==> src/rtl/fifo_ctrl.sv <==
// Single-clock FIFO pointer/flag controller that drives an external dual-port RAM with a one-cycle registered read.
// Define FIFO_CTRL_ERR_EN to add the sticky overflow/underflow flags and their err_clr input.
module fifo_ctrl #(
  parameter int DATA_WIDTH    = 2,
  parameter int ADDR_WIDTH    = 5,
  parameter int DEPTH         = 16,
  parameter int AFULL_THRESH  = 14,
  parameter int AEMPTY_THRESH = 2
) (
  input  logic                  clk,
  input  logic                  rst,
  input  logic                  wr_req,
  input  logic [DATA_WIDTH-1:0] wr_data,
  input  logic                  rd_req,
  output logic                  ram_wr_en,
  output logic [ADDR_WIDTH-1:0] ram_wr_addr,
  output logic [DATA_WIDTH-1:0] ram_wr_data,
  output logic                  ram_rd_en,
  output logic [ADDR_WIDTH-1:0] ram_rd_addr,
  output logic                  rd_valid,
  output logic                  full,
  output logic                  empty,
  output logic                  almost_full,
  output logic                  almost_empty,
  output logic [ADDR_WIDTH:0]   count
`ifdef FIFO_CTRL_ERR_EN
  ,
  input  logic                  err_clr,
  output logic                  overflow,
  output logic                  underflow
`endif
);

  localparam int IDX_W = (DEPTH > 1) ? $clog2(DEPTH) : 1;
  localparam int PTR_W = IDX_W + 1;
  localparam int CNT_W = ADDR_WIDTH + 1;
  localparam logic [CNT_W-1:0] DEPTH_C  = CNT_W'(DEPTH);
  localparam logic [CNT_W-1:0] AFULL_C  = CNT_W'(AFULL_THRESH);
  localparam logic [CNT_W-1:0] AEMPTY_C = CNT_W'(AEMPTY_THRESH);

  logic [PTR_W-1:0] wptr_q, wptr_d;
  logic [PTR_W-1:0] rptr_q, rptr_d;
  logic [CNT_W-1:0] count_d;
  logic             wr_acc;
  logic             rd_acc;

  // Acceptance looks only at registered flags, so a same-cycle pop never frees room for a push (and vice versa).
  always_comb begin
    wr_acc  = wr_req & ~full & ~rst;
    rd_acc  = rd_req & ~empty & ~rst;
    wptr_d  = wptr_q + PTR_W'(wr_acc);
    rptr_d  = rptr_q + PTR_W'(rd_acc);
    // The wrap bit makes the pointer difference span 0..DEPTH, which equals the +1/-1 occupancy.
    count_d = CNT_W'(PTR_W'(wptr_d - rptr_d));
  end

  always_comb begin
    ram_wr_en   = wr_acc;
    ram_wr_addr = ADDR_WIDTH'(wptr_q[IDX_W-1:0]);
    ram_wr_data = wr_data;
    ram_rd_en   = rd_acc;
    ram_rd_addr = ADDR_WIDTH'(rptr_q[IDX_W-1:0]);
  end

  always_ff @(posedge clk) begin
    if (rst) begin
      wptr_q       <= '0;
      rptr_q       <= '0;
      count        <= '0;
      rd_valid     <= 1'b0;
      empty        <= 1'b1;
      full         <= 1'b0;
      almost_empty <= 1'b1;
      almost_full  <= 1'b0;
    end else begin
      wptr_q       <= wptr_d;
      rptr_q       <= rptr_d;
      count        <= count_d;
      rd_valid     <= rd_acc;
      empty        <= (count_d == '0);
      full         <= (count_d == DEPTH_C);
      almost_empty <= (count_d <= AEMPTY_C);
      almost_full  <= (count_d >= AFULL_C);
    end
  end

`ifdef FIFO_CTRL_ERR_EN
  // Sticky error flags: a new violation wins over a same-cycle clear.
  always_ff @(posedge clk) begin
    if (rst) begin
      overflow  <= 1'b0;
      underflow <= 1'b0;
    end else begin
      if (wr_req & full)      overflow <= 1'b1;
      else if (err_clr)       overflow <= 1'b0;
      if (rd_req & empty)     underflow <= 1'b1;
      else if (err_clr)       underflow <= 1'b0;
    end
  end
`endif

endmodule
==> config.mk <==
export PLATFORM = sky130hd
export DESIGN_NAME = fifo_ctrl
export DESIGN_NICKNAME = d
export VERILOG_FILES = /design/src/rtl/fifo_ctrl.sv
export SDC_FILE = /design/constraint.sdc
export NUM_CORES = 1
export LEC_CHECK = 0
export ABC_CLOCK_PERIOD_IN_PS = 8700
export CORE_MARGIN = 1.5
export CORE_UTILIZATION = 60
export DETAILED_ROUTE_END_ITERATION = 8
export DONT_BUFFER_PORTS = 1
export PLACE_DENSITY = 0.75
export SLEW_MARGIN = 20
export SYNTH_ARGS = -nofsm -noshare
export SYNTH_HDL_FRONTEND = slang
export SYNTH_SLANG_ARGS = --single-unit
==> constraint.sdc <==
create_clock -name clk -period 8.7 [get_ports clk]
set_input_delay 1.74 -clock clk [delete_from_list [all_inputs] [get_ports clk]]
set_output_delay 1.74 -clock clk [all_outputs]
set_load 0.005 [all_outputs]
; ---- Word-level counts from Yosys, hierarchy flattened
; Cells that the tools add are included.
[word_totals]
regBits = 21
out_inout_bits = 25
elab_cells = 23
[op_classes]
add_sub_neg = 3
order_cmp = 2
n_eq_ne = 1
n_bitwise = 7
reduce_logical = 1
[op_table]
columns = operator, count
row1 = $add 5x1->5, 2
row2 = $logic_not 6->1, 1
row3 = $eq 5x5->1 const B, 1
row4 = $ge 5x4->1 const B, 1
row5 = $le 5x2->1 const B, 1
row6 = $sub 5x5->5, 1
row7 = $and 1x1->1, 4
row8 = $not 1->1, 3

; ---- Longest topological paths before layout
; Gate-level depths: netlist of run 1.
[logic_depth]
depth_word = 6
depth_mapped = 12
ltp_nobuf = 11

; ---- Worst setup path before layout of run 1
; No wires, ideal clock.
[synth_path]
kind = in2reg
start = input port rst
end = register almost_empty
setup_time_ps = 70
t_arrival_ps = 4060
path_slack_ps = 4570
cell_stages = 11
cell_sequence = clkbuf_1 -> nor3b_1 -> ha_1 -> ha_1 -> fa_1 -> inv_1 -> a21oi_1 -> maj3_2 -> xnor2_2 -> nand3_1 -> o21bai_1
[synth_via]
elab_chain_len = 5
elab_cells_between_ends = 7
[synth_lines]
columns = item, line
row1 = start: declaration, 11  ; input logic rst,
row2 = $not 1->1, 50  ; rd_acc = rd_req & ~empty & ~rst;
row3 = $and 1x1->1, 50
row4 = via ram_rd_en, 18  ; output logic ram_rd_en,
row5 = $add 5x1->5, 52  ; rptr_d = rptr_q + PTR_W'(rd_acc);
row6 = via rptr_d[1], 42  ; logic [PTR_W-1:0] rptr_q, rptr_d;
row7 = $sub 5x5->5, 54  ; count_d = CNT_W'(PTR_W'(wptr_d - rptr_d));
row8 = $le 5x2->1, 82  ; almost_empty <= (count_d <= AEMPTY_C);
row9 = end signal: assignment, 82
row10 = end: declaration, 24  ; output logic almost_empty,
; The timed path passes the listed nets, and every way through them passes these cells.
; A chain may end at the register's enable or synchronous reset.

; ---- Worst setup path in the final report of run 1
[layout_path]
start = input port rst
end = register almost_empty
[layout_via]
elab_chain_len = 5
elab_cells_between_ends = 7
[layout_lines]
columns = item, line
row1 = $not 1->1, 50
row2 = $and 1x1->1, 50
row3 = $add 5x1->5, 52
row4 = via rptr_d[1], 42
row5 = $sub 5x5->5, 54
row6 = $le 5x2->1, 82
; The timed path passes the listed nets, and every way through them passes these cells.

==> results of run 1 <==
==> registers in the layout (all words and copies together), names as in the netlist <==
name          count
almost_full       1
count             5
rptr_q            5
wptr_q            5
almost_empty      1
full              1
empty             1
rd_valid          1
==> cell usage after synthesis (all sizes together), types with 2 or more instances <==
cell	n	area (um^2)
xnor2	5	51.30
buf	14	101.3
a21oi	3	18.77
nor2	14	52.55
o21bai	2	15.01
xor2	7	61.31
nor2b	2	12.51
ha	7	87.58
nand2	2	7.510
inv	5	18.77
nor3b	3	22.52
nand3	5	35.03
dfxtp	20	400.4
==> kinds of logic after synthesis <==
logic type,count (synthesis),share of synthesized area (%)
and+or+nand+nor,28,15.12
buffers and inverters,20,13.13
DFF,20,42.44
adders and majority gates,9,12.60
other,1,0.3975
xor gates and xnor gates,12,11.94
AOI/OAI and AO/OA,6,4.377
==> critical path: stages <==
cell	delay [ns]
sky130_fd_sc_hd__nor3b_1	0.34
sky130_fd_sc_hd__ha_1	0.26
sky130_fd_sc_hd__ha_1	0.27
sky130_fd_sc_hd__fa_1	0.46
sky130_fd_sc_hd__inv_1	0.07
sky130_fd_sc_hd__a21oi_1	0.06
sky130_fd_sc_hd__maj3_2	0.33
sky130_fd_sc_hd__xnor2_2	0.24
sky130_fd_sc_hd__nand3_1	0.13
sky130_fd_sc_hd__o21bai_1	0.16
==> layer usage <==
metal	GRT usage [%]	wire [um]
met1	21.10	551
met2	23.64	611
met3	4.681	66
met4	8.125	27
met5	0	0
==> worst paths after layout <==
kind | from | end | slack (ns) | cells after the start
worst min register to register | empty | rd_valid | 0.47 | 1
worst min-delay path | empty | rd_valid | 0.47 | 1
worst max register to register | empty | almost_empty | 5.97 | 10
worst max-delay path | rst | almost_empty | 4.87 | 10
==> stage by stage <==
step                cells  total power (uW)  area, um^2
floorplan              98             136.3       950.9
global placement       99             136.5       865.8
detailed placement     99             137.4       865.8
CTS                   103             188.2       902.1
global route          103             198.2       902.1
finish                103             186.8       902.1
==> layout by cell type, fill, tap and decap left out, types with 2 or more instances in the layout <==
cell type                  count
sky130_fd_sc_hd__dfxtp_1      20
sky130_fd_sc_hd__nor2_1       14
sky130_fd_sc_hd__xor2_1        7
sky130_fd_sc_hd__ha_1          7
sky130_fd_sc_hd__inv_1         5
sky130_fd_sc_hd__xnor2_1       4
sky130_fd_sc_hd__nor3b_1       3
sky130_fd_sc_hd__nand3_1       3
sky130_fd_sc_hd__conb_1        3
sky130_fd_sc_hd__clkbuf_4      3
sky130_fd_sc_hd__nor2b_1       2
sky130_fd_sc_hd__nand3_2       2
sky130_fd_sc_hd__a21oi_1       2
sky130_fd_sc_hd__nand2_1       2
sky130_fd_sc_hd__o21bai_1      2
==> layout make-up <==
class	instances	share of cell area [%]
Clock buffer	4	4.022
Inverter	5	2.080
Multi-Input combinational cell	58	47.30
Sequential cell	20	44.38
Tap cell	16	2.219
==> report_power, final <==
part           total, uW  switching (uW)  internal, uW
Combinational       30.1            16.7          13.4
Clock               51.6            26.1          25.5
Sequential           105            4.86           100
Total                187            47.7           139
==> metrics.txt, run 1 <==
# TYPE chip_impl_metric gauge
chip_impl_info{name="outcome",value="finished, final reports clean"} 1
chip_impl_metric{name="io_buffer_count",unit=""} 0
chip_impl_metric{name="route.antenna.remaining_nets",unit=""} 0
chip_impl_metric{name="post_synth_instance_area",unit="um^2"} 943.4
chip_impl_metric{name="finish.net_count",unit=""} 102
chip_impl_metric{name="die_height",unit="um"} 42.65
chip_impl_metric{name="dpl.hpwl",unit="um"} 989.7
chip_impl_metric{name="drt_pre_antenna_iters",unit=""} 4
chip_impl_metric{name="cts_made_buffers",unit=""} 3
chip_impl_metric{name="post_route_cells_drive_above_1_share",unit="%"} 10.34
chip_impl_metric{name="core-area",unit="mm^2"} 0.001489
chip_impl_metric{name="clock-skew-final",unit="ns"} 0.001831
chip_impl_metric{name="worstPathRequired",unit="ns"} 8.93
chip_impl_metric{name="wl_per_cell",unit="um"} 12.19
chip_impl_metric{name="detailedPlace.worstSlack",unit="ns"} 4.566
chip_impl_metric{name="vdd.ir_drop.worst",unit="uV"} 82.40
chip_impl_metric{name="finalWeightedCongestion",unit=""} 0.7925
chip_impl_metric{name="clock_insertion_delay_worst_skew",unit="ns"} 0.29
chip_impl_metric{name="initial_utilization",unit="%"} 63.36
chip_impl_metric{name="area.sequential",unit="um^2"} 400.4
chip_impl_metric{name="totalNegativeSetupSlack",unit="ns"} 0
chip_impl_metric{name="synthesis.instances",unit=""} 96
chip_impl_metric{name="nFillCells",unit=""} 132
chip_impl_info{name="setup.worst_path.start_class",value="primary input"} 1
chip_impl_metric{name="p_leak",unit="uW"} 0.0003867
chip_impl_metric{name="finalHoldViolations",unit=""} 0
chip_impl_metric{name="grt_pass1_vias",unit=""} 509
chip_impl_metric{name="synthesis.area_per_instance",unit="um^2"} 9.827
chip_impl_metric{name="yosysSeqAreaShare",unit="%"} 42.44
chip_impl_metric{name="drv.max_cap_violation_count",unit=""} 0
chip_impl_metric{name="final-setup-viol-count",unit=""} 0
chip_impl_metric{name="worstPathArrival",unit="ns"} 4.06
chip_impl_metric{name="hold_buffers",unit=""} 0
chip_impl_metric{name="cts.repair.resized",unit=""} 0
chip_impl_metric{name="synthToLayoutAreaGrowth",unit="%"} -4.377
chip_impl_metric{name="maxClockFrequency",unit="MHz"} 261.2
chip_impl_metric{name="detailroute.via_count",unit=""} 545
chip_impl_metric{name="synth-edff-count",unit=""} 0
chip_impl_info{name="worst-setup-path-type",value="in2reg"} 1
chip_impl_metric{name="wirelength",unit="um"} 1256
chip_impl_info{name="root_buffer",value="sky130_fd_sc_hd__clkbuf_4"} 1
chip_impl_metric{name="multi_input_comb_area",unit="um^2"} 426.7
chip_impl_info{name="clock_tree_from_tritoncts",value="yes"} 1
chip_impl_metric{name="number_of_levels_in_the_clock_h_tree",unit=""} 1
chip_impl_info{name="ys.flop_type",value="sky130_fd_sc_hd__dfxtp_1"} 1
chip_impl_metric{name="vias_per_cell",unit=""} 5.291
chip_impl_metric{name="cts.path.max_buffers",unit=""} 2
chip_impl_metric{name="drtIter0Drc",unit=""} 5
chip_impl_metric{name="die_w",unit="um"} 42.65
chip_impl_info{name="setup.worst_path.end_class",value="flip-flop"} 1
chip_impl_metric{name="postCtsSetupBuffers",unit=""} 0
chip_impl_metric{name="worst_setup_hold_path_clk_slew",unit="ns"} 0.10
chip_impl_metric{name="cts.sinks",unit=""} 20
chip_impl_metric{name="layout_worst_path_cycle_share",unit="%"} 44.00
chip_impl_metric{name="fp.dieArea",unit="mm^2"} 0.001819
chip_impl_metric{name="core_occupancy_in_the_finished_layout",unit="%"} 60.59
chip_impl_metric{name="track_usage",unit="%"} 15.98
chip_impl_metric{name="io-pin-count",unit=""} 31
chip_impl_metric{name="fin_worst_hold_slack",unit="ns"} 0.4742
chip_impl_metric{name="yosys_register_bits",unit=""} 20
chip_impl_metric{name="pwr_density_cell",unit="mW/mm^2"} 207.1
chip_impl_metric{name="synth.yosys.warnings",unit=""} 0
chip_impl_metric{name="rows",unit=""} 14
chip_impl_metric{name="grt_first_pass_wirelength",unit="um"} 2159
chip_impl_metric{name="postSynth.asyncResetShare",unit="%"} 0
chip_impl_metric{name="critical_path.max_fanout",unit=""} 22
chip_impl_metric{name="drc",unit=""} 0
chip_impl_metric{name="setup_slack",unit="ns"} 4.872
chip_impl_metric{name="diodes",unit=""} 0
chip_impl_metric{name="largest_net_degree_at_the_start_of_global_routing",unit=""} 23
chip_impl_metric{name="fin_crit",unit="ns"} 3.828
chip_impl_metric{name="maxSlewViolCount",unit=""} 0
chip_impl_metric{name="grt_overflow",unit=""} 0
chip_impl_metric{name="antenna_violations_before_repair",unit=""} 0
chip_impl_info{name="class_of_the_tightest_hold_or_removal_check",value="reg2reg"} 1
chip_impl_info{name="unrepaired_setup_endpoints_after_global_routing",value="false"} 1
chip_impl_metric{name="yosysUniqueCellTypes",unit=""} 24
No activity file was read; power rests on OpenSTA's default activity.
==> run 2: changes to the inputs <==
Settings changed: ABC_CLOCK_PERIOD_IN_PS 8700 to 3500, CORE_UTILIZATION 60 to 53, PLACE_DENSITY 0.75 to 0.7.
Clock period 8.7 ns to 3.5 ns, I/O delays scaled along.
==> run 2 against run 1 <==
  * Cell count is 0.97% higher
  * Clock power is 150% higher
  * Critical endpoint unchanged
  * Sequential share of layout area is 0.061 points lower
  * Setup slack worse by 4.2 ns
  * Sequential power is 150% higher
  * Largest power group unchanged
  * Die area is 12% higher
  * Cell area is 0.14% higher
==> metrics.txt, run 2 (synthesis results as in run 1) <==
# TYPE chip_impl_metric gauge
chip_impl_info{name="outcome",value="finished, final reports clean"} 1
chip_impl_metric{name="fin_total_pwr",unit="uW"} 465.9
chip_impl_metric{name="finalWeightedCongestion",unit=""} 0.7960
chip_impl_metric{name="core-area",unit="mm^2"} 0.001689
chip_impl_info{name="critPathCapture",value="almost_empty"} 1
chip_impl_info{name="worstReg2RegEnd",value="almost_empty"} 1
chip_impl_metric{name="hold_buffers",unit=""} 0
chip_impl_metric{name="io-pin-count",unit=""} 31
chip_impl_metric{name="route.antenna.remaining_nets",unit=""} 0
chip_impl_metric{name="finalHoldViolations",unit=""} 0
chip_impl_info{name="worst-setup-path-type",value="in2reg"} 1
chip_impl_metric{name="maxSlewViolCount",unit=""} 0
chip_impl_metric{name="totalNegativeSetupSlack",unit="ns"} 0
chip_impl_info{name="layout_common_cells",value="sky130_fd_sc_hd__dfxtp_1, sky130_fd_sc_hd__nor2_1, sky130_fd_sc_hd__xor2_1, sky130_fd_sc_hd__ha_1, sky130_fd_sc_hd__inv_1"} 1
chip_impl_metric{name="clock_insertion_delay_worst_skew",unit="ns"} 0.29
chip_impl_metric{name="io_buffer_count",unit=""} 0
chip_impl_metric{name="path_depth",unit=""} 10
chip_impl_metric{name="cts.repair.resized",unit=""} 0
chip_impl_info{name="worstPathCellList",value="nor3b_1, ha_1, ha_1, fa_1, inv_1, a21oi_1, maj3_2, xnor2_2, nand3_1, o21bai_1"} 1
chip_impl_metric{name="wl_per_cell",unit="um"} 12.56
chip_impl_metric{name="layout_worst_path_cycle_share",unit="%"} 79.92
chip_impl_info{name="crit-reg2reg-launch",value="empty"} 1
chip_impl_metric{name="fp.dieArea",unit="mm^2"} 0.002042
chip_impl_metric{name="critical_path.max_fanout",unit=""} 22
chip_impl_info{name="setup.worst_path.start_class",value="primary input"} 1
chip_impl_metric{name="diodes",unit=""} 0
chip_impl_metric{name="cts_made_buffers",unit=""} 3
chip_impl_info{name="setup.worst_path.end_class",value="flip-flop"} 1
chip_impl_metric{name="worstPathRequired",unit="ns"} 3.72
chip_impl_metric{name="synthToLayoutAreaGrowth",unit="%"} -4.244
chip_impl_metric{name="track_usage",unit="%"} 15.36
chip_impl_metric{name="nFillCells",unit=""} 159
chip_impl_metric{name="drv.max_cap_violation_count",unit=""} 0
chip_impl_metric{name="wirelength",unit="um"} 1306
chip_impl_metric{name="grt_first_pass_wirelength",unit="um"} 2283
chip_impl_metric{name="worst_path_largest_cell_delay",unit="ns"} 0.46
chip_impl_metric{name="maxClockFrequency",unit="MHz"} 357.5
chip_impl_info{name="most_common_cell_after_layout_fill_and_taps_aside",value="sky130_fd_sc_hd__dfxtp_1"} 1
chip_impl_metric{name="pwr_density_cell",unit="mW/mm^2"} 515.7
chip_impl_info{name="class_of_the_tightest_hold_or_removal_check",value="in2reg"} 1
chip_impl_metric{name="cts.path.max_buffers",unit=""} 2
chip_impl_metric{name="grt_pass1_vias",unit=""} 554
chip_impl_info{name="reg.largest.list",value="count: 5 flops, rptr_q: 5 flops, wptr_q: 5 flops"} 1
chip_impl_metric{name="finish.net_count",unit=""} 102
chip_impl_metric{name="worst_setup_hold_path_clk_slew",unit="ns"} 0.11
chip_impl_metric{name="post_route_cells_drive_above_1_share",unit="%"} 10.34
chip_impl_metric{name="drtIter0Drc",unit=""} 3
chip_impl_metric{name="initial_utilization",unit="%"} 55.85
chip_impl_metric{name="vdd.ir_drop.worst",unit="uV"} 188.3
chip_impl_metric{name="worstPathArrival",unit="ns"} 3.02
chip_impl_metric{name="rows",unit=""} 15
chip_impl_metric{name="multi_input_comb_area",unit="um^2"} 426.7
chip_impl_info{name="crit_slowest_cell",value="sky130_fd_sc_hd__fa_1"} 1
chip_impl_metric{name="drt_pre_antenna_iters",unit=""} 3
chip_impl_info{name="holdCritStartpoint",value="rst"} 1
chip_impl_metric{name="cts.sinks",unit=""} 20
chip_impl_metric{name="number_of_levels_in_the_clock_h_tree",unit=""} 1
chip_impl_info{name="root_buffer",value="sky130_fd_sc_hd__clkbuf_4"} 1
chip_impl_metric{name="p_leak",unit="uW"} 0.0003867
chip_impl_metric{name="postCtsSetupBuffers",unit=""} 0
chip_impl_metric{name="critPathBufInv",unit=""} 1
chip_impl_info{name="delay_heaviest_family_cp",value="adder cells"} 1
chip_impl_metric{name="dpl.hpwl",unit="um"} 1033
chip_impl_metric{name="largest_net_degree_at_the_start_of_global_routing",unit=""} 23
chip_impl_metric{name="antenna_violations_before_repair",unit=""} 0
chip_impl_metric{name="vias_per_cell",unit=""} 5.115
chip_impl_metric{name="die_w",unit="um"} 45.19
chip_impl_metric{name="clock-skew-final",unit="ns"} 0.005215
chip_impl_metric{name="die_height",unit="um"} 45.19
chip_impl_info{name="cp-startpoint",value="rst"} 1
chip_impl_metric{name="fin_crit",unit="ns"} 2.797
chip_impl_info{name="clock_tree_from_tritoncts",value="yes"} 1
chip_impl_metric{name="r2r_cell_count",unit=""} 10
chip_impl_metric{name="area.sequential",unit="um^2"} 400.4
chip_impl_metric{name="grt_overflow",unit=""} 0
chip_impl_metric{name="detailroute.via_count",unit=""} 532
chip_impl_metric{name="drc",unit=""} 0
chip_impl_metric{name="final-setup-viol-count",unit=""} 0
chip_impl_info{name="critical_path.most_common_cell",value="sky130_fd_sc_hd__ha_1"} 1
chip_impl_info{name="unrepaired_setup_endpoints_after_global_routing",value="false"} 1
chip_impl_metric{name="worst-r2r-setup-slack",unit="ns"} 0.76
[run 2: cell counts in the layout (fill, tap and decap cells not counted)]
Identical to the previous run, type by type.
[run 2: area by class of cell]
class	instances	area share, %
Multi-Input combinational cell	58	47.23
Sequential cell	20	44.32
Inverter	5	2.078
Clock buffer	4	4.017
Tap cell	17	2.355
[run 2: worst min path at each step]
stage,to,slack (ns),depth (start not counted)
after CTS,almost_full,0.45,1
after detailed placement,rd_valid,0.47,1
final,wptr_q[1],0.46,1
after global routing,count[0],0.44,1
after floorplan,rd_valid,0.44,1
after global placement,rd_valid,0.46,1
[run 2: routing by layer]
metal  vias to the layer above  GRT usage, %  share of wire [%]
met3                         2         3.600                4.5
met5                         -             0                  0
met2                        15         26.29                 54
met1                       240         18.72                 41
li1                        275             -                  -
met4                         0         5.294               0.46
[run 2: power breakdown]
group	internal [uW]	switching [uW]
Clock	63.3	65.8
Combinational	33.2	41.9
Sequential	249	12.4
[run 2: metrics by stage]
step	setup slack, ns	utilization (%)	std cells	hold slack, ns	area, um^2
finish	0.7027	53.48	104	0.4612	903.4
global route	0.5469	53.48	104	0.4447	903.4
CTS	0.6802	53.48	104	0.4515	903.4
detailed placement	0.3754	51.33	100	0.4681	867.1
global placement	0.4635	51.33	100	0.4596	867.1
floorplan	0.4098	-	98	0.4437	950.9
[run 2: worst register-to-register path: cells and delay by family (launching register included)]
kind | cells | cell delay, ns
adders and majority gates | 4 | 1.32
and+or+nand+nor | 2 | 0.49
DFF | 1 | 0.35
AOI/OAI and AO/OA | 2 | 0.23
xor gates and xnor gates | 1 | 0.22
buffers and inverters | 1 | 0.07
==> run 3: changes to the inputs <==
Settings changed: ABC_CLOCK_PERIOD_IN_PS 3500 to 2580, CORE_UTILIZATION 53 to 59, PLACE_DENSITY 0.7 to 0.74.
Clock period 3.5 ns to 2.58 ns, I/O delays scaled along.
==> run 3 against run 2 <==
  * Sequential share of layout area decreased by 5.9 points
  * Die area decreased by 9.5%
  * Clock skew rose by 0.0034 ns
  * Flip-flop and latch count unchanged
  * Routed wire length grew 5.5%
  * Clock power is 96% higher
  * Register-to-register slack got worse by 0.62 ns
  * Setup slack worse by 0.56 ns
  * Combinational power rose by 72%
  * Power rose by 59%
  * Cell count rose by 7.7%
==> metrics.txt, run 3 (synthesis results as in run 1) <==
# TYPE chip_impl_metric gauge
chip_impl_metric{name="area.sequential",unit="um^2"} 400.4
chip_impl_metric{name="finalHoldViolations",unit=""} 0
chip_impl_metric{name="setup_slack",unit="ns"} 0.1405
chip_impl_info{name="worstPathCellList",value="nor3b_4, ha_4, ha_2, fa_2, inv_1, a21oi_1, maj3_2, xnor2_2, nand3_1, o21bai_1"} 1
chip_impl_info{name="worst-setup-path-type",value="reg2reg"} 1
chip_impl_metric{name="nFillCells",unit=""} 130
chip_impl_metric{name="detailroute.via_count",unit=""} 556
chip_impl_info{name="holdCritStartpoint",value="rst"} 1
chip_impl_metric{name="pwr_density_cell",unit="mW/mm^2"} 712.8
chip_impl_metric{name="rows",unit=""} 14
chip_impl_metric{name="drc",unit=""} 0
chip_impl_info{name="hold_end",value="count[0]"} 1
chip_impl_metric{name="vias_per_cell",unit=""} 4.964
chip_impl_metric{name="worstPathArrival",unit="ns"} 2.68
chip_impl_metric{name="hold_path_depth",unit=""} 1
chip_impl_metric{name="synthToLayoutAreaGrowth",unit="%"} 10.34
chip_impl_metric{name="fin_worst_hold_slack",unit="ns"} 0.2618
chip_impl_metric{name="dpl.hpwl",unit="um"} 1019
chip_impl_metric{name="fin_crit",unit="ns"} 2.439
chip_impl_metric{name="worstPathRequired",unit="ns"} 2.82
chip_impl_metric{name="route.antenna.remaining_nets",unit=""} 0
chip_impl_info{name="clock_tree_from_tritoncts",value="yes"} 1
chip_impl_metric{name="cts.path.max_buffers",unit=""} 2
chip_impl_metric{name="drt_pre_antenna_iters",unit=""} 2
chip_impl_info{name="unrepaired_setup_endpoints_after_global_routing",value="false"} 1
chip_impl_metric{name="grt_first_pass_wirelength",unit="um"} 2311
chip_impl_metric{name="clock-skew-final",unit="ns"} 0.008593
chip_impl_metric{name="cts_made_buffers",unit=""} 3
chip_impl_metric{name="io-pin-count",unit=""} 31
chip_impl_metric{name="drtIter0Drc",unit=""} 10
chip_impl_metric{name="grt_overflow",unit=""} 0
chip_impl_info{name="layout_common_cells",value="sky130_fd_sc_hd__dfxtp_1, sky130_fd_sc_hd__nor2_1, sky130_fd_sc_hd__buf_4, sky130_fd_sc_hd__xor2_1, sky130_fd_sc_hd__inv_1"} 1
chip_impl_info{name="crit-reg2reg-launch",value="empty"} 1
chip_impl_metric{name="detailedPlace.worstSlack",unit="ns"} -0.03866
chip_impl_metric{name="maxSlewViolCount",unit=""} 0
chip_impl_metric{name="r2r_cell_count",unit=""} 10
chip_impl_info{name="crit_slowest_cell",value="sky130_fd_sc_hd__fa_2"} 1
chip_impl_metric{name="drv.max_cap_violation_count",unit=""} 0
chip_impl_metric{name="multi_input_comb_area",unit="um^2"} 481.7
chip_impl_metric{name="wirelength",unit="um"} 1378
chip_impl_metric{name="antenna_violations_before_repair",unit=""} 0
chip_impl_metric{name="worst_path_largest_cell_delay",unit="ns"} 0.38
chip_impl_metric{name="diodes",unit=""} 0
chip_impl_metric{name="finalWeightedCongestion",unit=""} 0.7797
chip_impl_metric{name="die_w",unit="um"} 42.99
chip_impl_metric{name="maxClockFrequency",unit="MHz"} 409.9
chip_impl_metric{name="number_of_levels_in_the_clock_h_tree",unit=""} 1
chip_impl_metric{name="cts.sinks",unit=""} 20
chip_impl_info{name="class_of_the_tightest_hold_or_removal_check",value="in2reg"} 1
chip_impl_metric{name="finish.net_count",unit=""} 111
chip_impl_info{name="outcome",value="finished, final reports clean"} 1
chip_impl_info{name="worstReg2RegEnd",value="empty"} 1
chip_impl_info{name="most_common_cell_after_layout_fill_and_taps_aside",value="sky130_fd_sc_hd__dfxtp_1"} 1
chip_impl_metric{name="largest_net_degree_at_the_start_of_global_routing",unit=""} 23
chip_impl_metric{name="worst_setup_hold_path_clk_slew",unit="ns"} 0.12
chip_impl_metric{name="critical_path.max_fanout",unit=""} 3
chip_impl_metric{name="core_occupancy_in_the_finished_layout",unit="%"} 69.10
chip_impl_metric{name="post_route_cells_drive_above_1_share",unit="%"} 27.08
chip_impl_metric{name="clock_insertion_delay_worst_skew",unit="ns"} 0.30
chip_impl_metric{name="die_height",unit="um"} 42.99
chip_impl_metric{name="wl_per_cell",unit="um"} 12.30
chip_impl_metric{name="worst-r2r-setup-slack",unit="ns"} 0.14
chip_impl_metric{name="vdd.ir_drop.worst",unit="uV"} 473.6
chip_impl_metric{name="p_leak",unit="uW"} 0.0004360
chip_impl_info{name="setup.worst_path.start_class",value="flip-flop"} 1
chip_impl_metric{name="final-setup-viol-count",unit=""} 0
chip_impl_metric{name="grt_pass1_vias",unit=""} 549
chip_impl_metric{name="core-area",unit="mm^2"} 0.001506
chip_impl_metric{name="io_buffer_count",unit=""} 0
chip_impl_info{name="reg.largest.list",value="count: 5 flops, rptr_q: 5 flops, wptr_q: 5 flops"} 1
chip_impl_metric{name="fp.dieArea",unit="mm^2"} 0.001848
chip_impl_info{name="root_buffer",value="sky130_fd_sc_hd__clkbuf_4"} 1
chip_impl_metric{name="track_usage",unit="%"} 17.06
chip_impl_metric{name="layout_worst_path_cycle_share",unit="%"} 94.55
chip_impl_info{name="setup.worst_path.end_class",value="flip-flop"} 1
chip_impl_metric{name="initial_utilization",unit="%"} 62.62
[run 3: power breakdown]
part	total [uW]	internal (uW)	switching (uW)
combinational	129	65.4	63.9
clock	253	157	96.5
sequential	359	338	21.1
total	742	561	181
[run 3: what timing repair did]
action | 4_1_cts | 5_1_grt
endpoints found under the hold margin | 0 | 0
setup buffers | 0 | 2
setup endpoints to repair | 0 | 2
hold buffers | 0 | 0
gates resized for setup | 0 | 2
[run 3: worst max-delay path: cells and delay by family, from the launching register on]
kind | cells | cell delay, ns
compound gates | 2 | 0.21
xor+xnor | 1 | 0.21
fa+ha+maj | 4 | 1.11
buf+inv | 1 | 0.06
flops | 1 | 0.37
simple gates | 2 | 0.41
[run 3: cell type report]
cell class / instances / share of cell area, %
Tap cell: 16 / 1.923
Multi-Input combinational cell: 58 / 46.27
Clock inverter: 1 / 2.885
Inverter: 5 / 1.803
Clock buffer: 3 / 2.163
Sequential cell: 20 / 38.46
Timing Repair Buffer: 9 / 6.490
[run 3: metal layers]
layer / vias up / wire length [um] / global-route usage [%]
met2: 17 / 597 / 22.73
li1: 291 / - / -
met5: - / 0 / 0
met3: 2 / 99 / 4.681
met1: 246 / 661 / 23.61
met4: 0 / 20 / 11.52
[run 3: worst max path at each step]
stage / from / end / slack, ns / cells past startpoint
3_3_place_gp: wr_req / full / -0.01 / 10
4_1_cts: empty / full / 0.10 / 9
3_5_place_dp: wr_req / full / -0.04 / 10
5_1_grt: empty / almost_empty / 0.007 / 10
2_1_floorplan: rst / almost_empty / 0.003 / 11
6_report: empty / empty / 0.14 / 10
[run 3: stage by stage]
step	TNS (ns)	instance area, um^2	instances	total power (uW)
floorplan	0	1007	98	472.3
CTS	0	1017	110	740.3
detailed placement	-0.04321	964.7	106	490.5
finish	0	1041	112	742.0
global route	0	1041	112	785.2
global placement	-0.01057	964.7	106	487.3
